===== src/rtl/pmem_arbiter.sv =====
// Physical-memory port arbiter: IFU/LSU share one port, one transaction in flight.
// Optional performance counters are enabled with `define PMEM_ARB_PERF_EN.
module pmem_arbiter #(
    parameter int MEM_LATENCY  = 1,
    parameter int STARVE_LIMIT = 4
) (
    input  logic        clk,
    input  logic        rst_n,
    input  logic        ifu_req_valid,
    output logic        ifu_req_ready,
    input  logic [63:0] ifu_req_addr,
    output logic        ifu_resp_valid,
    output logic [31:0] ifu_resp_inst,
    input  logic        lsu_req_valid,
    output logic        lsu_req_ready,
    input  logic [63:0] lsu_req_addr,
    input  logic        lsu_req_wen,
    input  logic [63:0] lsu_req_wdata,
    input  logic [7:0]  lsu_req_wmask,
    output logic        lsu_resp_valid,
    output logic [63:0] lsu_resp_rdata,
`ifdef PMEM_ARB_PERF_EN
    output logic [31:0] perf_ifu_grants,
    output logic [31:0] perf_lsu_grants,
    output logic [31:0] perf_conflicts,
`endif
    output logic        mem_en,
    output logic [63:0] mem_addr,
    output logic        mem_wen,
    output logic [63:0] mem_wdata,
    output logic [7:0]  mem_wmask,
    input  logic [63:0] mem_rdata
);
    localparam int LAT_W = (MEM_LATENCY > 1) ? $clog2(MEM_LATENCY) : 1;
    localparam int STV_W = $clog2(STARVE_LIMIT + 1);

    typedef enum logic [1:0] {
        ST_IDLE = 2'd0,
        ST_WAIT = 2'd1,
        ST_RESP = 2'd2
    } state_e;

    state_e       state_q, state_d;
    logic         owner_lsu_q, owner_lsu_d;
    logic [63:0]  addr_q, addr_d;
    logic         wen_q, wen_d;
    logic [63:0]  wdata_q, wdata_d;
    logic [7:0]   wmask_q, wmask_d;
    logic [LAT_W-1:0] lat_q, lat_d;
    logic [STV_W-1:0] starve_q, starve_d;
    logic [31:0]  inst_q, inst_d;
    logic [63:0]  lrdata_q, lrdata_d;
    logic         mem_en_q, mem_en_d;
    logic         mem_wen_q, mem_wen_d;
    logic         ifu_rv_q, ifu_rv_d;
    logic         lsu_rv_q, lsu_rv_d;

    logic idle_s, ifu_force_s, grant_ifu_s, grant_lsu_s, wen_new_s;

    // IFU is forced through once LSU has won STARVE_LIMIT times in a row against it
    assign idle_s      = (state_q == ST_IDLE);
    assign ifu_force_s = (starve_q == STV_W'(STARVE_LIMIT));
    assign grant_ifu_s = idle_s & ifu_req_valid & (~lsu_req_valid | ifu_force_s);
    assign grant_lsu_s = idle_s & lsu_req_valid & ~grant_ifu_s;
    assign wen_new_s   = grant_lsu_s & lsu_req_wen;

    assign ifu_req_ready  = rst_n & grant_ifu_s;
    assign lsu_req_ready  = rst_n & grant_lsu_s;
    assign ifu_resp_valid = ifu_rv_q;
    assign lsu_resp_valid = lsu_rv_q;
    assign ifu_resp_inst  = inst_q;
    assign lsu_resp_rdata = lrdata_q;
    assign mem_en         = mem_en_q;
    assign mem_wen        = mem_wen_q;
    assign mem_addr       = addr_q;
    assign mem_wdata      = wdata_q;
    assign mem_wmask      = wmask_q;

    // Next-state, request latch, response capture and registered strobe decode
    always_comb begin
        state_d     = state_q;
        owner_lsu_d = owner_lsu_q;
        addr_d      = addr_q;
        wen_d       = wen_q;
        wdata_d     = wdata_q;
        wmask_d     = wmask_q;
        lat_d       = lat_q;
        starve_d    = starve_q;
        inst_d      = inst_q;
        lrdata_d    = lrdata_q;
        mem_en_d    = 1'b0;
        mem_wen_d   = 1'b0;
        ifu_rv_d    = 1'b0;
        lsu_rv_d    = 1'b0;
        case (state_q)
            ST_IDLE: begin
                if (grant_ifu_s || grant_lsu_s) begin
                    state_d     = ST_WAIT;
                    owner_lsu_d = grant_lsu_s;
                    addr_d      = grant_lsu_s ? lsu_req_addr : ifu_req_addr;
                    wen_d       = wen_new_s;
                    wdata_d     = grant_lsu_s ? lsu_req_wdata : 64'd0;
                    wmask_d     = grant_lsu_s ? lsu_req_wmask : 8'd0;
                    lat_d       = LAT_W'(MEM_LATENCY - 1);
                    mem_en_d    = ~wen_new_s;
                    mem_wen_d   = wen_new_s;
                    if (grant_ifu_s) begin
                        starve_d = {STV_W{1'b0}};
                    end else if (ifu_req_valid && !ifu_force_s) begin
                        starve_d = starve_q + STV_W'(1);
                    end else begin
                        starve_d = starve_q;
                    end
                end else begin
                    state_d = ST_IDLE;
                end
            end
            ST_WAIT: begin
                if (lat_q == {LAT_W{1'b0}}) begin
                    state_d  = ST_RESP;
                    ifu_rv_d = ~owner_lsu_q;
                    lsu_rv_d = owner_lsu_q;
                    if (owner_lsu_q) begin
                        lrdata_d = wen_q ? 64'd0 : mem_rdata;
                    end else begin
                        inst_d = addr_q[2] ? mem_rdata[63:32] : mem_rdata[31:0];
                    end
                end else begin
                    lat_d    = lat_q - LAT_W'(1);
                    mem_en_d = ~wen_q;
                end
            end
            ST_RESP: begin
                state_d = ST_IDLE;
            end
            default: begin
                state_d = ST_IDLE;
            end
        endcase
    end

    // State and datapath registers
    always_ff @(posedge clk or negedge rst_n) begin
        if (!rst_n) begin
            state_q     <= ST_IDLE;
            owner_lsu_q <= 1'b0;
            addr_q      <= 64'd0;
            wen_q       <= 1'b0;
            wdata_q     <= 64'd0;
            wmask_q     <= 8'd0;
            lat_q       <= {LAT_W{1'b0}};
            starve_q    <= {STV_W{1'b0}};
            inst_q      <= 32'd0;
            lrdata_q    <= 64'd0;
            mem_en_q    <= 1'b0;
            mem_wen_q   <= 1'b0;
            ifu_rv_q    <= 1'b0;
            lsu_rv_q    <= 1'b0;
        end else begin
            state_q     <= state_d;
            owner_lsu_q <= owner_lsu_d;
            addr_q      <= addr_d;
            wen_q       <= wen_d;
            wdata_q     <= wdata_d;
            wmask_q     <= wmask_d;
            lat_q       <= lat_d;
            starve_q    <= starve_d;
            inst_q      <= inst_d;
            lrdata_q    <= lrdata_d;
            mem_en_q    <= mem_en_d;
            mem_wen_q   <= mem_wen_d;
            ifu_rv_q    <= ifu_rv_d;
            lsu_rv_q    <= lsu_rv_d;
        end
    end

`ifdef PMEM_ARB_PERF_EN
    logic [31:0] perf_ifu_q, perf_lsu_q, perf_conf_q;

    assign perf_ifu_grants = perf_ifu_q;
    assign perf_lsu_grants = perf_lsu_q;
    assign perf_conflicts  = perf_conf_q;

    // Free-running wrap-around grant and conflict counters
    always_ff @(posedge clk or negedge rst_n) begin
        if (!rst_n) begin
            perf_ifu_q  <= 32'd0;
            perf_lsu_q  <= 32'd0;
            perf_conf_q <= 32'd0;
        end else begin
            perf_ifu_q  <= perf_ifu_q + {31'd0, grant_ifu_s};
            perf_lsu_q  <= perf_lsu_q + {31'd0, grant_lsu_s};
            perf_conf_q <= perf_conf_q + {31'd0, idle_s & ifu_req_valid & lsu_req_valid};
        end
    end
`endif

endmodule


===== config.mk =====
export PLATFORM = sky130hd
export DESIGN_NAME = pmem_arbiter
export DESIGN_NICKNAME = d
export VERILOG_FILES = /design/src/rtl/pmem_arbiter.sv
export SDC_FILE = /design/constraint.sdc
export NUM_CORES = 1
export LEC_CHECK = 0
export CAP_MARGIN = 20
export CORE_AREA = 2 2 199 201
export CTS_BUF_LIST = sky130_fd_sc_hd__clkbuf_16
export CTS_CLUSTER_SIZE = 16
export DETAILED_ROUTE_END_ITERATION = 16
export DIE_AREA = 0 0 201 203
export PLACE_DENSITY = 0.55
export SETUP_SLACK_MARGIN = 0.4
export SYNTH_ARGS = -nofsm -noshare
export SYNTH_HDL_FRONTEND = slang
export SYNTH_SLANG_ARGS = --single-unit

===== constraint.sdc =====
create_clock -name clk -period 2.05 [get_ports clk]
set_clock_uncertainty 0.05 [all_clocks]
set_input_delay 0.41 -clock clk [delete_from_list [all_inputs] [get_ports clk]]
set_output_delay 0.41 -clock clk [all_outputs]
set_load 0.05 [all_outputs]

### Word level (Yosys, flattened, before mapping)

Cells that the tools add are included.

| storage, ports and cells | value |
|---|---|
| register bits | 244 |
| bits in latches | 0 |
| bits in writable memories | 0 |
| memory bits (read-only) | 0 |
| input port bits | 269 |
| output and inout bits | 238 |
| logic and storage cells | 67 |
| memories | 0 |

| operators by class | value |
|---|---|
| add/subtract/negate cells | 2 |
| multiply operators | 0 |
| divide/modulo/power cells | 0 |
| magnitude comparators | 0 |
| equal/unequal tests | 4 |
| shift operators | 0 |
| multiplexer cells | 22 |
| bitwise logic cells | 14 |
| reductions and logical operators | 11 |

Operators by type and width:

| operator | count |
|---|---|
| $mux 64 | 3 |
| $mux 32 | 1 |
| $mux 1 | 11 |
| $reduce_and 3->1 | 3 |
| $mux 8 | 1 |
| $and 1x1->1 | 7 |
| $mux 3 | 2 |
| $not 1->1 | 6 |
| $pmux 1 s2 | 2 |
| $pmux 2 s2 | 1 |
| $reduce_and 2->1 | 2 |
| $reduce_bool 2->1 | 2 |
| $add 3x1->3 const B | 1 |
| $eq 3x3->1 const B | 1 |
| $eq 2x1->1 const B | 1 |
| $logic_not 2->1 | 1 |
| $mux 2 | 1 |
| $ne 2x1->1 const B | 1 |
| $ne 2x2->1 const B | 1 |
| $logic_and 1x1->1 | 1 |
| $logic_not 1->1 | 1 |
| $logic_or 1x1->1 | 1 |
| $or 1x1->1 | 1 |
| $sub 1x1->1 const B | 1 |

### Logic depth before layout (Yosys ltp)

Gate-level depths: netlist of run 1.

| depth | value |
|---|---|
| depth after elaboration | 9 |
| gate-level depth with buffers | 8 |
| depth with buffers taken out | 5 |

### Worst setup path before layout of run 1

OpenSTA, ideal clock, no wires.

| timing | value |
|---|---|
| path kind | reg2out |
| from | reg starve_q[0] |
| to | out ifu_req_ready |
| arrival time | 1.908 ns |
| slack | -0.318 ns |
| stages on the path, launching flop included | 8 |
| buffers on the path | 2 |
| cell sequence | dfrtp_1 > inv_1 > ha_1 > and2_1 > buf_4 > clkbuf_1 > o21ai_0 > nor2_1 |

| between the ends | value |
|---|---|
| cells in the longest elaborated chain, start to end | 4 |

RTL lines:

| item | RTL line | source |
|---|---|---|
| start, declared | 50 | `logic [STV_W-1:0] starve_q, starve_d;` |
| start signal, assigned | 152 | `starve_q <= {STV_W{1'b0}};` |
| start signal, assigned | 167 | `starve_q <= starve_d;` |
| $eq 3x3->1 | 62 | `assign ifu_force_s = (starve_q == STV_W'(STARVE_LIMIT));` |
| $or 1x1->1 | 63 | `assign grant_ifu_s = idle_s & ifu_req_valid & (~lsu_req_valid \| ifu_force_s);` |
| $and 1x1->1 | 63 |  |
| $and 1x1->1 | 67 | `assign ifu_req_ready = rst_n & grant_ifu_s;` |
| end, declared | 10 | `output logic ifu_req_ready,` |

Every way passes these cells.

### Worst setup path in the final report of run 1

| timing | value |
|---|---|
| from | reg starve_q[1] |
| to | out lsu_req_ready |

| between the ends | value |
|---|---|
| cells in the longest elaborated chain, start to end | 6 |

RTL lines:

| item | RTL line | source |
|---|---|---|
| $eq 3x3->1 | 62 |  |
| $or 1x1->1 | 63 |  |
| $and 1x1->1 | 63 |  |
| $not 1->1 | 64 | `assign grant_lsu_s = idle_s & lsu_req_valid & ~grant_ifu_s;` |
| $and 1x1->1 | 64 |  |
| $and 1x1->1 | 68 | `assign lsu_req_ready = rst_n & grant_lsu_s;` |
| end, declared | 15 | `output logic lsu_req_ready,` |

Every way passes these cells.

==> results of run 1 <==
[cell usage after synthesis]
cell         n  area, µm²
a21o_1       1       7.51
a21oi_1     33        165
a22o_1      74        648
a32o_1       1       10.0
and2_1       3       18.8
and3_1       1       6.26
buf_1        8       30.0
buf_2       27        135
buf_4        6       45.0
buf_6        4       45.0
clkbuf_1    53        199
dfrtp_1    243       6080
ha_1         2       25.0
inv_1       70        263
mux2i_1     32        320
nand2_1     65        244
nand2b_1    66        413
nand3_1      2       10.0
nand3b_1     1       7.51
nor2_1      34        128
nor2_2       1       6.26
nor2b_1      1       6.26
nor3b_1      1       7.51
o2111ai_1   64        561
o211ai_1    64        480
o21ai_0    127        636
o21ai_1      3       15.0
o22ai_1      1       6.26
o31ai_1      1       7.51
or2_1        1       6.26
or3b_1       1       8.76
[metal layers]
layer  up-vias  share of wire  track usage
li1       4653              -            -
met2       420           0.50        0.336
met3        73          0.071       0.0520
met4         2          0.026       0.0593
met5         -        0.00033            0
met1      5297           0.40        0.256
[report_power, final]
| part | internal [mW] | switching (mW) | total (mW) |
|---|---|---|---|
| logic | 9.04 | 15.1 | 24.1 |
| clock network | 3.07 | 2.18 | 5.24 |
| registers | 7.12 | 1.89 | 9.01 |
| total | 19.2 | 19.1 | 38.4 |
[repair_timing]
action                                  4_1_cts  5_1_grt
pin swaps                                    10      131
gates resized for setup                    1099      513
cloned                                        7       26
hold buffers                                  2        0
setup buffers                                16       19
hold endpoints to repair                     91        0
endpoints found under the setup margin      236      265
[metrics by stage]
stage	setup TNS (ns)	cell area, µm²
after global placement	0	16100
final	-0.355	19200
after global routing	-1.00	19200
after CTS	-0.329	17100
after detailed placement	0	16100
after floorplan	0	10600
[tightest hold or removal path: stages]
cell,delay [ns]
buf_2,0.13
inv_1,0.06
o31ai_1,0.06
[final timing paths]
path                            slack (ns)  cells after the start                  to          startpoint
worst max-delay path                 -0.10                      6       lsu_req_ready         starve_q[1]
worst min-delay path                  0.09                      3         starve_q[0]       ifu_req_valid
worst max register to register       -0.04                     11        mem_addr[31]          state_q[0]
worst min register to register        0.43                      2  lsu_resp_rdata[15]  lsu_resp_rdata[15]
max in group asynchronous             0.64                      3         mem_addr[2]               rst_n
min in group asynchronous             0.31                      2       mem_wdata[60]               rst_n
[cell type report]
type | count | area (µm²)
repair buffers | 602 | 6340
multi-input cells | 580 | 4930
clock inverters | 25 | 225
clock buffers | 29 | 726
inverters | 70 | 268
flip-flops and latches | 243 | 6090
fillers | 3560 | 19200
diodes | 1 | 2.50
well taps | 518 | 648
[state kept, by name, indices dropped and copies added, names as in the netlist]
name and count:
mem_wen 1, wen_q 1, owner_lsu_q 1, ifu_resp_valid 1, lsu_resp_rdata 64, mem_wmask 8, mem_addr 64, ifu_resp_inst 32
mem_wdata 64, mem_en 1, lsu_resp_valid 1, state_q 2, starve_q 3
[logic make-up (layout without fill, tap and decap cells)]
| family | Yosys count | count (layout) | synth area share |
|---|---|---|---|
| compound gates | 369 | 369 | 0.241 |
| fa+ha+maj | 2 | 2 | 0.00237 |
| buf+inv | 168 | 726 | 0.0680 |
| flops | 243 | 243 | 0.577 |
| mux | 32 | 32 | 0.0304 |
| other cells | 0 | 1 | 0 |
| simple gates | 177 | 177 | 0.0818 |
==> flow_metrics.py, run 1 <==
metrics = {
    "logic_synthesis": {
        "seq_area_frac_synth": 0.577,
        "synth-seq-cells": 243,
        "ys_warn_count": 0,
        "syn_nets": 1262,
        "netlist_area_um2": 10500,
        "netlist_instances": 991,
        "synth_cell_types": 31,
        "avgSynthCellArea_um2": 10.6,
    },
    "placed_design": {
        "place_congestion": 0.838,
        "dp.cells": 1943,
        "dp_hpwl_um": 27400,
        "dp_slack_ns": 0.00403,
        "io_buffers": 506,
    },
    "timing": {
        "post-route-period-util": 1.05,
        "setup_viol": 10,
        "final.min_clock_period_ns": 2.15,
        "hold_ws_ns": 0.0884,
        "slew_headroom": 0.495,
        "rsz0062_at_grt": "yes",
        "hold_viol": 0,
        "worst_pin_slew_ns": 0.757,
        "drv_slew": 0,
        "worst_slack_ns": -0.104,
        "fmax_ghz": 0.464,
    },
    "setup_path": {
        "start_kind": "register",
        "cp_max_fo": 3,
        "crit_path_end_kind": "primary output",
        "max_stage_delay_ns": 0.39,
        "path_cells": "inv_2 -> ha_4 -> nand3_4 -> and3_4 -> and2_4 -> buf_12",
        "worstPathArrival_ns": 1.69,
        "cp.buffers_inverters": 2,
        "cpMaxStageDelayCell": "dfrtp_1",
        "path_delay_family": "flip-flops",
        "path_class": "reg -> out",
        "cp_data_required_time_ns": 1.59,
    },
    "clock_network": {
        "cts_sinks": 243,
        "root_buffer": "clkbuf_16",
        "h-tree-depth": 1,
        "ctsLongestPathBuffers": 3,
        "cts_tree": "built",
        "cts_buffers": 29,
        "clk_latency_ns": 0.57,
        "clkSlewWorstSetupHoldPaths_ns": 0.06,
    },
    "routing": {
        "drtPass1Iterations": 5,
        "routedWlPerCell_um": 23.5,
        "wl_um": 48600,
        "drc": 0,
        "via_per_inst": 5.05,
        "ant_nets": 0,
        "drt-initial-drc-count": 530,
        "via_count": 10400,
    },
    "floorplanning": {
        "die-area_um2": 40800,
        "core_um2": 38500,
        "ios": 507,
        "start_util": 0.274,
        "num_rows": 72,
        "die_h_um": 203,
        "dieWidth_um": 201,
    },
    "layout": {
        "mostFrequentLayoutCells": "clkdlybuf4s50_1, dfrtp_1, buf_4, o21ai_2, buf_6",
        "syn_to_final_growth_pct": 82.4,
        "finalNonFillerCells": 2068,
        "final_common_cell": "clkdlybuf4s50_1",
        "layout.nets": 1797,
        "post-route-util": 0.500,
        "layout-drive-gt1-share": 0.402,
    },
    "run": {
        "maxCapViolCount": 0,
    },
    "pwr": {
        "powerDensity_nw_per_um2": 2000,
        "ir_worst_vdd_uv": 869,
        "power_mw": 38.4,
        "power_leakage_nw": 8.44,
    },
    "grt": {
        "antenna_found_initial": 1,
        "grt_max_degree": 130,
        "grt_pass1_vias": 10200,
        "grt.overflow.total": 0,
        "grt_pass1_wl_um": 63900,
        "grt_use_total": 0.201,
    },
    "hold_path": {
        "hp-class": "in -> reg",
    },
    "run_status": {
        "violations": "setup timing",
        "status": "complete, but fails checks",
    },
}
Power figures use the tool's default switching activity.
==> run 2, diff against run 1 <==
--- a/config.mk
+++ b/config.mk
@@ -11,6 +11,7 @@
 export CTS_CLUSTER_SIZE = 16
 export DETAILED_ROUTE_END_ITERATION = 16
 export DIE_AREA = 0 0 201 203
+export GPL_TIMING_DRIVEN = 0
 export PLACE_DENSITY = 0.55
 export SETUP_SLACK_MARGIN = 0.4
 export SYNTH_ARGS = -nofsm -noshare
==> flow_metrics.py, run 2 (same netlist as run 1, synthesis figures left out) <==
metrics = {
    "timing": {
        "post-route-period-util": 1.19,
        "slew_headroom": 0.472,
        "hold_ws_ns": -0.254,
        "setup_viol": 2,
        "final.min_clock_period_ns": 2.44,
        "fmax_ghz": 0.409,
        "setup-tns-final_ns": -0.780,
        "drv_slew": 0,
        "rsz0062_at_grt": "yes",
        "hold_viol": 56,
        "worst_slack_ns": -0.393,
        "worst_pin_slew_ns": 0.792,
    },
    "placed_design": {
        "dp_slack_ns": -1.33,
        "dp.cells": 2016,
        "placedInstanceArea_um2": 16400,
        "dp_hpwl_um": 32600,
        "io_buffers": 505,
        "place_congestion": 0.874,
    },
    "floorplanning": {
        "die-area_um2": 40800,
        "start_util": 0.274,
        "dieWidth_um": 201,
        "num_rows": 72,
        "die_h_um": 203,
        "ios": 507,
        "core_um2": 38500,
    },
    "layout": {
        "final_common_cell": "clkdlybuf4s50_1",
        "layout-drive-gt1-share": 0.336,
        "layout.nets": 1835,
        "stdcell_area_um2": 18300,
        "finalNonFillerCells": 2105,
        "post-route-util": 0.475,
        "syn_to_final_growth_pct": 73.4,
        "mostFrequentLayoutCells": "clkdlybuf4s50_1, dfrtp_1, buf_4, inv_1, a22o_1",
    },
    "routing": {
        "routedWlPerCell_um": 21.3,
        "drc": 0,
        "via_per_inst": 4.89,
        "wl_um": 44900,
        "via_count": 10300,
        "ant_nets": 0,
        "drt-initial-drc-count": 342,
        "drtPass1Iterations": 5,
    },
    "grt": {
        "antenna_found_initial": 3,
        "grt.overflow.total": 0,
        "grtUsageMet2": 0.353,
        "grtUsageMet3": 0.0562,
        "grt_pass1_vias": 10600,
        "top_usage_layer": "met2",
        "grt_use_total": 0.208,
        "grt_max_degree": 97,
        "use_met1": 0.258,
        "grt_pass1_wl_um": 66300,
    },
    "clock_network": {
        "ctsLongestPathBuffers": 3,
        "clk_latency_ns": 0.54,
        "cts_tree": "built",
        "cts_buffers": 28,
        "h-tree-depth": 1,
        "cts_sinks": 243,
        "root_buffer": "clkbuf_16",
        "clkSlewWorstSetupHoldPaths_ns": 0.06,
    },
    "pwr": {
        "powerDensity_nw_per_um2": 1910,
        "ir_worst_vdd_uv": 767,
        "power_leakage_nw": 8.12,
    },
    "setup_path": {
        "cp_max_fo": 3,
        "crit_path_end_kind": "primary output",
        "start_kind": "register",
        "worstPathArrival_ns": 1.98,
        "path_class": "reg -> out",
        "cp_data_required_time_ns": 1.59,
    },
    "hold_path": {
        "hp-class": "in -> async",
    },
    "run_status": {
        "violations": "hold timing, setup timing",
        "status": "complete, but fails checks",
    },
    "run": {
        "maxCapViolCount": 0,
    },
}
==> run 2: changes by cell type in the layout (fill, tap and decap cells not counted), sizes merged <==
cell,previous run,this run
buf,318,268
inv,72,78
diode,1,2
dlymetal6s2s,0,1
clkinvlp,3,1
clkinv,16,12
clkdlybuf4s50,266,265
clkbuf,45,136
bufinv,4,1
dlygate4sd3,2,0
==> run 2: final cells by class <==
class | count | area [µm²]
Antenna cell | 2 | 5.00
Buffer | 98 | 833
Clock buffer | 29 | 726
Clock inverter | 22 | 118
Fill cell | 3716 | 20200
Inverter | 70 | 263
Multi-Input combinational cell | 580 | 4540
Sequential cell | 243 | 6080
Tap cell | 518 | 648
Timing Repair Buffer | 543 | 5060
==> run 2: what timing repair did <==
action / in CTS / in global routing
gates resized for setup: 1398 / 507
setup buffers: 5 / 23
setup endpoints to repair: 436 / 302
hold endpoints to repair: 56 / 56
pin swaps: 2 / 77
cloned: 1 / 7
==> run 2: worst max-delay path, stage by stage, from the launching register on <==
cell and delay [ns]:
dfrtp_1 0.40, inv_2 0.07, ha_4 0.13, nand3_2 0.06
and3_4 0.16, buf_8 0.12, buf_12 0.12, buf_8 0.11
and2_4 0.13, buf_8 0.14
==> run 2: stage by stage <==
stage | hold WS (ns) | power [mW]
global route | -0.247 | 36.5
global placement | 0.412 | 28.1
CTS | -0.264 | 32.1
detailed placement | 0.328 | 28.2
floorplan | 0.0644 | 20.7
finish | -0.254 | 34.8
==> run 2: worst paths after layout <==
kind	from	end	slack, ns	depth (start not counted)
worst max-delay path	starve_q[1]	lsu_req_ready	-0.39	9
worst min-delay path	rst_n	ifu_resp_inst[21]	-0.25	1
worst max register to register	starve_q[1]	mem_wdata[46]	0.30	9
worst min register to register	lsu_resp_rdata[10]	lsu_resp_rdata[10]	0.43	2
max in group asynchronous	rst_n	mem_addr[39]	1.31	2
min in group clk	lsu_req_valid	starve_q[2]	0.27	2
==> run 2: where the power goes <==
group	total, mW	leakage [nW]	switching (mW)	internal [mW]
clock	4.71	0.442	2.05	2.65
combinational	21.5	4.67	14.0	7.45
sequential	8.63	3.01	1.52	7.11
total	34.8	8.12	17.6	17.2
==> run 2: metal layers <==
metal | routed length, µm | share of wire
met1 | 17700 | 0.39
met2 | 22100 | 0.49
met3 | 3540 | 0.079
met4 | 1510 | 0.034
met5 | 0 | 0
